File: src/rtl/mux_if.sv
// Lane-side and stream-side signals of the 4:1 round-robin byte multiplexer.
// master is the neighbour that drives the lanes and observes the stream; slave is the mux.
interface mux_if #(
    parameter int WIDTH = 8
);
    logic [WIDTH-1:0] data_in0;
    logic [WIDTH-1:0] data_in1;
    logic [WIDTH-1:0] data_in2;
    logic [WIDTH-1:0] data_in3;
    logic             valid_in0;
    logic             valid_in1;
    logic             valid_in2;
    logic             valid_in3;
    logic [WIDTH-1:0] data_out;
    logic             valid_out;
    logic [7:0]       control;

    modport master (
        output data_in0, data_in1, data_in2, data_in3,
        output valid_in0, valid_in1, valid_in2, valid_in3,
        input  data_out, valid_out, control
    );

    modport slave (
        input  data_in0, data_in1, data_in2, data_in3,
        input  valid_in0, valid_in1, valid_in2, valid_in3,
        output data_out, valid_out, control
    );
endinterface

File: src/rtl/mux.sv
// Round-robin time-multiplexer: four quarter-rate byte lanes onto one full-rate
// stream, with a control word (lane index, frame start, valid) for the demux.
module mux #(
    parameter int              WIDTH     = 8,
    parameter logic [WIDTH-1:0] IDLE_BYTE = '0
) (
    input  logic clk,
    input  logic reset,
    mux_if.slave bus
);

    logic [1:0]       cnt;
    logic [WIDTH-1:0] fd [4];
    logic             fv [4];
    logic [WIDTH-1:0] lane_data  [4];
    logic             lane_valid [4];

    always_comb begin
        lane_data[0]  = bus.data_in0;
        lane_data[1]  = bus.data_in1;
        lane_data[2]  = bus.data_in2;
        lane_data[3]  = bus.data_in3;
        lane_valid[0] = bus.valid_in0;
        lane_valid[1] = bus.valid_in1;
        lane_valid[2] = bus.valid_in2;
        lane_valid[3] = bus.valid_in3;
    end

    // NOTE: non-blocking assignments make every read below see pre-edge state,
    // so the lane 3 slot at cnt==3 emits the old frame while the new one is captured.
    always_ff @(posedge clk) begin
        if (reset) begin
            cnt           <= 2'd0;
            bus.data_out  <= IDLE_BYTE;
            bus.valid_out <= 1'b0;
            bus.control   <= 8'h00;
            for (int i = 0; i < 4; i++) begin
                fd[i] <= '0;
                fv[i] <= 1'b0;
            end
        end else begin
            cnt <= cnt + 2'd1;

            if (cnt == 2'd3) begin
                for (int i = 0; i < 4; i++) begin
                    fd[i] <= lane_data[i];
                    fv[i] <= lane_valid[i];
                end
            end

            bus.valid_out <= fv[cnt];
            bus.data_out  <= fv[cnt] ? fd[cnt] : IDLE_BYTE;
            bus.control   <= {4'b0000, fv[cnt], (cnt == 2'd0), cnt};
        end
    end

endmodule

File: src/flat_wrapper.sv
// flat-port wrapper written by rule: the top's interface ports become plain ports
module mux_flat 
#(
    parameter int              WIDTH     = 8,
    parameter logic [WIDTH-1:0] IDLE_BYTE = '0
)
  (clk, reset, bus_data_in0, bus_data_in1, bus_data_in2, bus_data_in3, bus_valid_in0, bus_valid_in1, bus_valid_in2, bus_valid_in3, bus_data_out, bus_valid_out, bus_control);
  mux_if #(.WIDTH(WIDTH)) bus_i ();
  input  logic clk;
  input  logic reset;
  input wire logic [$bits(bus_i.data_in0)-1:0] bus_data_in0;
  input wire logic [$bits(bus_i.data_in1)-1:0] bus_data_in1;
  input wire logic [$bits(bus_i.data_in2)-1:0] bus_data_in2;
  input wire logic [$bits(bus_i.data_in3)-1:0] bus_data_in3;
  input wire logic [$bits(bus_i.valid_in0)-1:0] bus_valid_in0;
  input wire logic [$bits(bus_i.valid_in1)-1:0] bus_valid_in1;
  input wire logic [$bits(bus_i.valid_in2)-1:0] bus_valid_in2;
  input wire logic [$bits(bus_i.valid_in3)-1:0] bus_valid_in3;
  output wire logic [$bits(bus_i.data_out)-1:0] bus_data_out;
  output wire logic [$bits(bus_i.valid_out)-1:0] bus_valid_out;
  output wire logic [$bits(bus_i.control)-1:0] bus_control;
  assign bus_i.data_in0 = bus_data_in0;
  assign bus_i.data_in1 = bus_data_in1;
  assign bus_i.data_in2 = bus_data_in2;
  assign bus_i.data_in3 = bus_data_in3;
  assign bus_i.valid_in0 = bus_valid_in0;
  assign bus_i.valid_in1 = bus_valid_in1;
  assign bus_i.valid_in2 = bus_valid_in2;
  assign bus_i.valid_in3 = bus_valid_in3;
  assign bus_data_out = bus_i.data_out;
  assign bus_valid_out = bus_i.valid_out;
  assign bus_control = bus_i.control;
  mux #(.WIDTH(WIDTH), .IDLE_BYTE(IDLE_BYTE)) u_core (.clk(clk), .reset(reset), .bus(bus_i));
endmodule
File: config.mk
export PLATFORM = sky130hd
export DESIGN_NAME = mux_flat
export DESIGN_NICKNAME = d
export VERILOG_FILES = /design/src/rtl/mux_if.sv /design/src/rtl/mux.sv /design/src/flat_wrapper.sv
export SDC_FILE = /design/constraint.sdc
export NUM_CORES = 1
export LEC_CHECK = 0
export CORE_ASPECT_RATIO = 0.7
export CORE_MARGIN = 5
export CORE_UTILIZATION = 51
export DETAILED_ROUTE_END_ITERATION = 8
export PLACE_DENSITY_LB_ADDON = 0.08
export RECOVER_POWER = 50
export SLEW_MARGIN = 5
export SYNTH_ARGS = -nofsm -noshare
export SYNTH_HDL_FRONTEND = slang
export SYNTH_SLANG_ARGS = --single-unit
export TNS_END_PERCENT = 50
File: constraint.sdc
create_clock -name clk -period 4.5 [get_ports clk]
set_clock_uncertainty 0.2 [all_clocks]
set_input_delay 0.9 -clock clk [delete_from_list [all_inputs] [get_ports clk]]
set_output_delay 0.9 -clock clk [all_outputs]
set_load 0.02 [all_outputs]
# [Yosys cells after proc, flatten, opt, wreduce, memory -nomap -nowiden]
# Memory sizes are Yosys's and may differ from the RTL's. A register that Yosys moved wholly into a read port is not among the register bits.
# Cells that the tools add are included.
[totals] ff_bits=11 ram_bits=36 input_bits=38 output_inout_bits=17 memories=2
[memory_table] name="u_core.fd" words=4 width=8 read_ports=1 rd_clocked_by_memory_dff=1 wr=4 line_no="mux.sv:13" rtl="logic [WIDTH-1:0] fd [4];"
[memory_table] name="u_core.fv" words=4 width=1 read_ports=1 rd_clocked_by_memory_dff=1 wr=4 line_no="mux.sv:14" rtl="logic fv [4];"
[op_classes] n_addsub=1 n_eq_ne=1 n_mux=14 bitwise_logic=9 n_reduce_logical=2
[op_table] cell="$mux 8" count=4
[op_table] cell="$mux 1" count=9
[op_table] cell="$or 1x1->1" count=8
[op_table] cell="$add 2x1->2 const B" count=1
[op_table] cell="$eq 2x2->1 const B" count=1
[op_table] cell="$logic_not 2->1" count=1
[op_table] cell="$mux 2" count=1
[op_table] cell="$reduce_or 2->1" count=1
[op_table] cell="$not 1->1" count=1

# [Depth between registers and ports, before layout]
# Gate-level depths: netlist (run 1).
[logic_depth] depth_word=5 mapped_depth=4 ltp_nobuf=3

# [Worst setup path after synthesis (run 1)]
# OpenSTA, ideal clock, no wires.
[synth_path] kind="input to register" from="input port reset" to="memory u_core.fd[0][0], enable pin" setup_time_ns=0.377 t_arrival_ns=1.396 required_ns=3.923 slack_ns=2.527 cell_stages=1 path_cell_list="or2_2"
[synth_rtl] item="from (decl)" line_no="flat_wrapper.sv:10" rtl="input logic reset;"
[synth_rtl] item="to (decl)" line_no="mux.sv:13"

==> flow_metrics.py, run 1 <==
metrics = {
    "run_status": {
        "status": "finished, violations left",
        "violations": "capacitance limit, slew limit",
    },
    "layout": {
        "seq_area_sq_um": 1360,
        "drive_gt1_share_pct": 9.50,
        "area_growth_pct": 28.6,
        "multiInputGateArea_sq_um": 578,
        "final_nets": 219,
        "fin_area_sq_um": 2590,
        "final_cell_mix": "and2_1 (36), clkdlybuf4s50_1 (36), edfxtp_1 (36)",
        "diodes": 0,
        "num-fill-cells": 299,
    },
    "setup_path": {
        "crit_chain": "dlygate4sd3_1 > or2_1",
        "crit_type": "in2reg",
        "end_kind": "flop",
        "critPathLaunchType": "input pin",
        "required_ns": 4.20,
        "cp_data_arrival_time_ns": 2.77,
        "critPathTopFamily": "simple AND/OR/NAND/NOR gates",
        "cp.buffers_inverters": 1,
        "critPathMaxStageDelay_ns": 1.17,
        "slowest_stage": "or2_1",
        "critPathMaxFanout": 36,
    },
    "synth": {
        "synth_seq_cells": 50,
        "synth_cell_types": 17,
        "synthTopCellsByArea": "edfxtp_1 (54%), dfxtp_1 (14%), and2_1 (11%), mux4_2 (8.9%), nor2b_1 (3.4%)",
        "yosysTopAreaCell": "edfxtp_1",
        "syn_inst": 129,
        "yosys.area.top_type_share_pct": 53.6,
        "synth_area_sq_um": 2020,
        "yosysSeqAreaShare_pct": 67.5,
        "synth_area_per_cell_sq_um": 15.6,
        "ys_warn_count": 0,
    },
    "worst_hold_path": {
        "holdCritPathClass": "reg2reg",
    },
    "power": {
        "cell_internal_pwr_w": 0.000692,
        "switching_power_w": 0.000187,
        "p_total_w": 0.000880,
        "combPwrFrac_pct": 11.5,
        "peakVddDrop_mv": 0.191,
        "sequentialPowerShare_pct": 61.0,
        "power.density_nw_per_um2": 339,
        "switching_share_pct": 21.3,
        "leakage_nw": 0.999,
        "clkPwrFrac_pct": 27.5,
    },
    "floorplanning": {
        "fp.dieH_um": 62.6,
        "die_x_um": 85.1,
        "ioPinCount": 55,
        "fp-row-count": 19,
        "initial_core_util_pct": 52.0,
        "core_sq_um": 3870,
        "die_area_sq_um": 5330,
    },
    "grt": {
        "antenna_found_initial": 0,
        "grt-ovfl-total": 0,
        "grt_max_degree": 37,
        "track_usage_pct": 13.5,
        "grt_pass1_wl_um": 5380,
        "grt_pass1_vias": 1099,
    },
    "route": {
        "first_pass_iters": 4,
        "vias": 1083,
        "post_drt_wl_per_cell_um": 14.4,
        "drc": 0,
        "finalWirelength_um": 3330,
        "viasPerCell": 4.69,
        "drtIter0Drc": 70,
        "drtAntennaViolNets": 0,
    },
    "placement": {
        "portBuffers": 50,
        "dp_slack_ns": 1.59,
        "placed_area_sq_um": 2530,
        "gp_congestion": 0.673,
        "dp_hpwl_um": 2280,
    },
    "clock_network": {
        "root_buffer": "clkbuf_8",
        "clockBufferDepth": 2,
        "numCtsBuffers": 5,
        "cts_num_sinks": 50,
        "cts.hold.buffers_added": 0,
        "insertion_delay_ns": 0.29,
        "post_cts.repair.setup_buffers": 0,
        "htree_levels": 2,
        "cts.reportedPaths.clkPinSlew_ns": 0.08,
        "tritoncts": "built",
        "postCtsResizedCells": 0,
    },
    "timing": {
        "report.final.slew_viol_count": 37,
        "worstMarginPinSlew_ns": 1.51,
        "setup_ws_ns": 1.43,
        "hold_ws_ns": 0.472,
        "rsz0062_at_grt": "false",
        "period_share_pct": 68.2,
        "setup_viol": 0,
        "finalHoldViolations": 0,
        "max_freq_mhz": 326,
        "period_needed_ns": 3.07,
        "finalSetupTns_ns": 0,
        "relSlewSlack_pct": -0.554,
    },
    "run": {
        "cap_violations": 1,
    },
}
## cells in the mapped netlist
master	instances
and2_1	36
edfxtp_1	36
dfxtp_1	14
nor2b_1	11
mux4_2	8
buf_4	5
clkbuf_1	3
inv_1	3
nor2_1	3
ha_1	2
mux2_2	2
a22oi_4	1
buf_2	1
buf_6	1
conb_1	1
nor2b_4	1
or2_2	1
## final timing paths
check	end	cells past startpoint	slack, ns	from
hold reg to reg	u_core.bus.data_out[5]	2	0.47	u_core.fd[3][5]
hold / removal	u_core.bus.data_out[5]	2	0.47	u_core.fd[3][5]
setup / recovery	u_core.fd[2][2]	2	1.43	reset
setup reg to reg	u_core.fd[2][2]	2	1.72	u_core.cnt[0]
## cell type report
type	instances	share of cell area, %
sequential	50	52.5
multi-input combinational	69	22.3
timing repair buffer	50	19.3
clock buffer	7	2.94
tap	52	2.51
inverter	3	0.434
## per-stage QoR
| stage | util [%] | cells |
|---|---|---|
| after floorplan | - | 132 |
| after global placement | 65.3 | 224 |
| after detailed placement | 65.3 | 224 |
| after CTS | 67.3 | 231 |
| after global routing | 66.9 | 231 |
| final | 66.9 | 231 |
## power groups by stage
stage               Combinational (W)  Clock, W  Sequential [W]
global placement             0.000107         0        0.000546
detailed placement           0.000108         0        0.000548
global route                 0.000110  0.000270        0.000540
CTS                          0.000109  0.000249        0.000538
floorplan                   0.0000572         0        0.000546
finish                       0.000102  0.000242        0.000536
## cell families (layout without fill, tap and decap cells)
kind of cell | Yosys count | count (layout) | synth area share, %
adders and majority gates | 2 | 2 | 1.24
and+or+nand+nor | 52 | 52 | 16.1
AOI/OAI and AO/OA | 1 | 1 | 1.06
other | 1 | 4 | 0.186
muxes | 10 | 10 | 10.1
DFF | 50 | 50 | 67.5
buffers and inverters | 13 | 60 | 3.79
## flip-flops by register name (all words and copies together), names as in the netlist
register and count:
u_core.fv 4, u_core.bus.valid_out 1, u_core.bus.control 3, u_core.cnt 2, u_core.fd 32, u_core.bus.data_out 8
## layer usage
metal | wire length, um | vias up | track usage, % | part of all wire, %
li1 | - | 534 | - | -
met4 | 58 | 0 | 6.52 | 1.7
met5 | 0 | - | 0 | 0
met3 | 211 | 7 | 4.22 | 6.3
met2 | 1740 | 36 | 22.9 | 52
met1 | 1320 | 506 | 15.5 | 40
Note: power is estimated with default switching activity, not from simulation.
==> run 2, diff against run 1 <==
--- a/config.mk
+++ b/config.mk
@@ -7,7 +7,7 @@
 export LEC_CHECK = 0
 export CORE_ASPECT_RATIO = 0.7
 export CORE_MARGIN = 5
-export CORE_UTILIZATION = 51
+export CORE_UTILIZATION = 43
 export DETAILED_ROUTE_END_ITERATION = 8
 export PLACE_DENSITY_LB_ADDON = 0.08
 export RECOVER_POWER = 50
==> constraint.sdc (replaced) <==
create_clock -name clk -period 2.7 [get_ports clk]
set_clock_uncertainty 0.2 [all_clocks]
set_input_delay 0.54 -clock clk [delete_from_list [all_inputs] [get_ports clk]]
set_output_delay 0.54 -clock clk [all_outputs]
set_load 0.02 [all_outputs]
==> run 2 against run 1 <==
The run now ends clean. Sequential cell count stayed put. Power is 69% higher. First-iteration DRC count is 26% lower. Highest routed layer unchanged. Die area is 16% higher. Clock power is 69% higher.
==> flow_metrics.py, run 2 (synthesis gave the netlist of run 1 again) <==
metrics = {
    "floorplanning": {
        "ioPinCount": 55,
        "die_x_um": 91.8,
        "fp.dieH_um": 67.3,
        "initial_core_util_pct": 45.5,
        "fp-row-count": 20,
        "die_area_sq_um": 6180,
        "core_sq_um": 4430,
    },
    "layout": {
        "final_util_pct": 59.7,
        "layout_commonest_cell": "clkdlybuf4s50_1",
        "layout.cells.non_filler": 240,
        "final_cell_mix": "clkdlybuf4s50_1 (49), and2_1 (36), edfxtp_1 (36)",
        "regMostFlops": "u_core.fd",
        "diodes": 0,
        "largest_reg_flops": 32,
        "area_growth_pct": 31.1,
        "final_nets": 224,
        "num-fill-cells": 365,
        "drive_gt1_share_pct": 12.4,
        "reg_top3": "u_core.fd x32, u_core.bus.data_out x8, u_core.fv x4",
    },
    "clock_network": {
        "post_cts.repair.setup_buffers": 0,
        "numCtsBuffers": 5,
        "root_buffer": "clkbuf_8",
        "postCtsResizedCells": 0,
        "htree_levels": 2,
        "cts.reportedPaths.clkPinSlew_ns": 0.08,
        "cts.hold.buffers_added": 0,
        "insertion_delay_ns": 0.29,
        "clockBufferDepth": 2,
        "tritoncts": "built",
        "cts_num_sinks": 50,
    },
    "route": {
        "finalWirelength_um": 3450,
        "vias": 1141,
        "post_drt_wl_per_cell_um": 14.4,
        "drc": 0,
        "drtIter0Drc": 52,
        "first_pass_iters": 4,
        "viasPerCell": 4.75,
        "drtAntennaViolNets": 0,
    },
    "grt": {
        "grt-ovfl-total": 0,
        "grt_max_degree": 37,
        "track_usage_pct": 12.7,
        "antenna_found_initial": 0,
        "grt_pass1_vias": 1182,
        "grt_pass1_wl_um": 5750,
    },
    "power": {
        "p_total_w": 0.00149,
        "peakVddDrop_mv": 0.281,
        "leakage_nw": 1.01,
        "power.density_nw_per_um2": 563,
    },
    "placement": {
        "portBuffers": 50,
        "placed_cells": 232,
        "gp_congestion": 0.680,
        "dp_hpwl_um": 2420,
    },
    "worst_hold_path": {
        "holdCritPathClass": "reg2reg",
    },
    "setup_path": {
        "critPathLaunchType": "input pin",
        "end_kind": "flop",
        "cp.buffers_inverters": 1,
        "slowest_stage": "nor2b_2",
        "critPathMaxFanout": 36,
        "required_ns": 2.66,
        "crit_chain": "dlygate4sd3_1 > nor2b_2 > and2_1",
        "crit_type": "in2reg",
        "cp_data_arrival_time_ns": 2.21,
        "critPathTopFamily": "simple AND/OR/NAND/NOR gates",
        "critPathMaxStageDelay_ns": 0.84,
    },
    "timing": {
        "hold_ws_ns": 0.461,
        "max_freq_mhz": 445,
        "setup_viol": 0,
        "rsz0062_at_grt": "false",
        "worstMarginPinSlew_ns": 1.07,
        "report.final.slew_viol_count": 0,
        "finalSetupTns_ns": 0,
        "period_needed_ns": 2.25,
        "relSlewSlack_pct": 28.5,
        "finalHoldViolations": 0,
        "period_share_pct": 83.2,
    },
    "run": {
        "cap_violations": 0,
    },
    "run_status": {
        "status": "finished, final reports clean",
    },
}
## run 2: changes by cell type in the layout (fill, tap and decap cells not counted), moves of 2 or more
cell	previous run	this run
clkbuf_1	2	4
clkdlybuf4s50_1	36	49
clkbuf_2	0	2
buf_4	0	2
dlygate4sd3_1	14	1
## run 2: tightest hold or removal path, delay by kind of cell, from the launching register on
| kind | cells | cell delay, ns |
|---|---|---|
| DFF | 1 | 0.32 |
| and+or+nand+nor | 1 | 0.11 |
| buffers and inverters | 1 | 0.20 |
## run 2: layer usage
layer | wire length [um] | vias to the layer above | track usage [%]
li1 | - | 548 | -
met1 | 1430 | 550 | 14.3
met2 | 1740 | 36 | 22.0
met3 | 210 | 7 | 4.34
met4 | 63 | 0 | 6.11
met5 | 0 | - | 0
## run 2: cell type report
type,count,area (sq um),area share [%]
inverters,3,11.3,0.426
flip-flops and latches,50,1360,51.5
multi-input cells,69,592,22.4
repair buffers,55,529,20.0
clock buffers,8,80.1,3.03
well taps,55,68.8,2.60
## run 2: path summary, 6_finish.rpt
kind / start / endpoint / slack (ns) / cells after the start
worst max-delay path: reset / u_core.fd[2][3] / 0.45 / 3
worst min-delay path: u_core.cnt[0] / u_core.cnt[0] / 0.46 / 2
worst max register to register: u_core.cnt[0] / u_core.fd[2][3] / 0.75 / 3
worst min register to register: u_core.cnt[0] / u_core.cnt[0] / 0.46 / 2
## run 2: through the flow
| step | area (sq um) | worst slack, ns |
|---|---|---|
| 2_1_floorplan | 2030 | 1.08 |
| 3_3_place_gp | 2570 | 0.325 |
| 3_5_place_dp | 2570 | 0.228 |
| 4_1_cts | 2650 | 0.536 |
| 5_1_grt | 2640 | 0.293 |
| 6_report | 2640 | 0.452 |
## run 2: power by group
part / total [W] / leakage [nW] / switching (W) / internal, W
Combinational: 0.000198 / 0.479 / 0.0000821 / 0.000116
Clock: 0.000410 / 0.0395 / 0.000226 / 0.000184
Sequential: 0.000880 / 0.489 / 0.0000115 / 0.000869
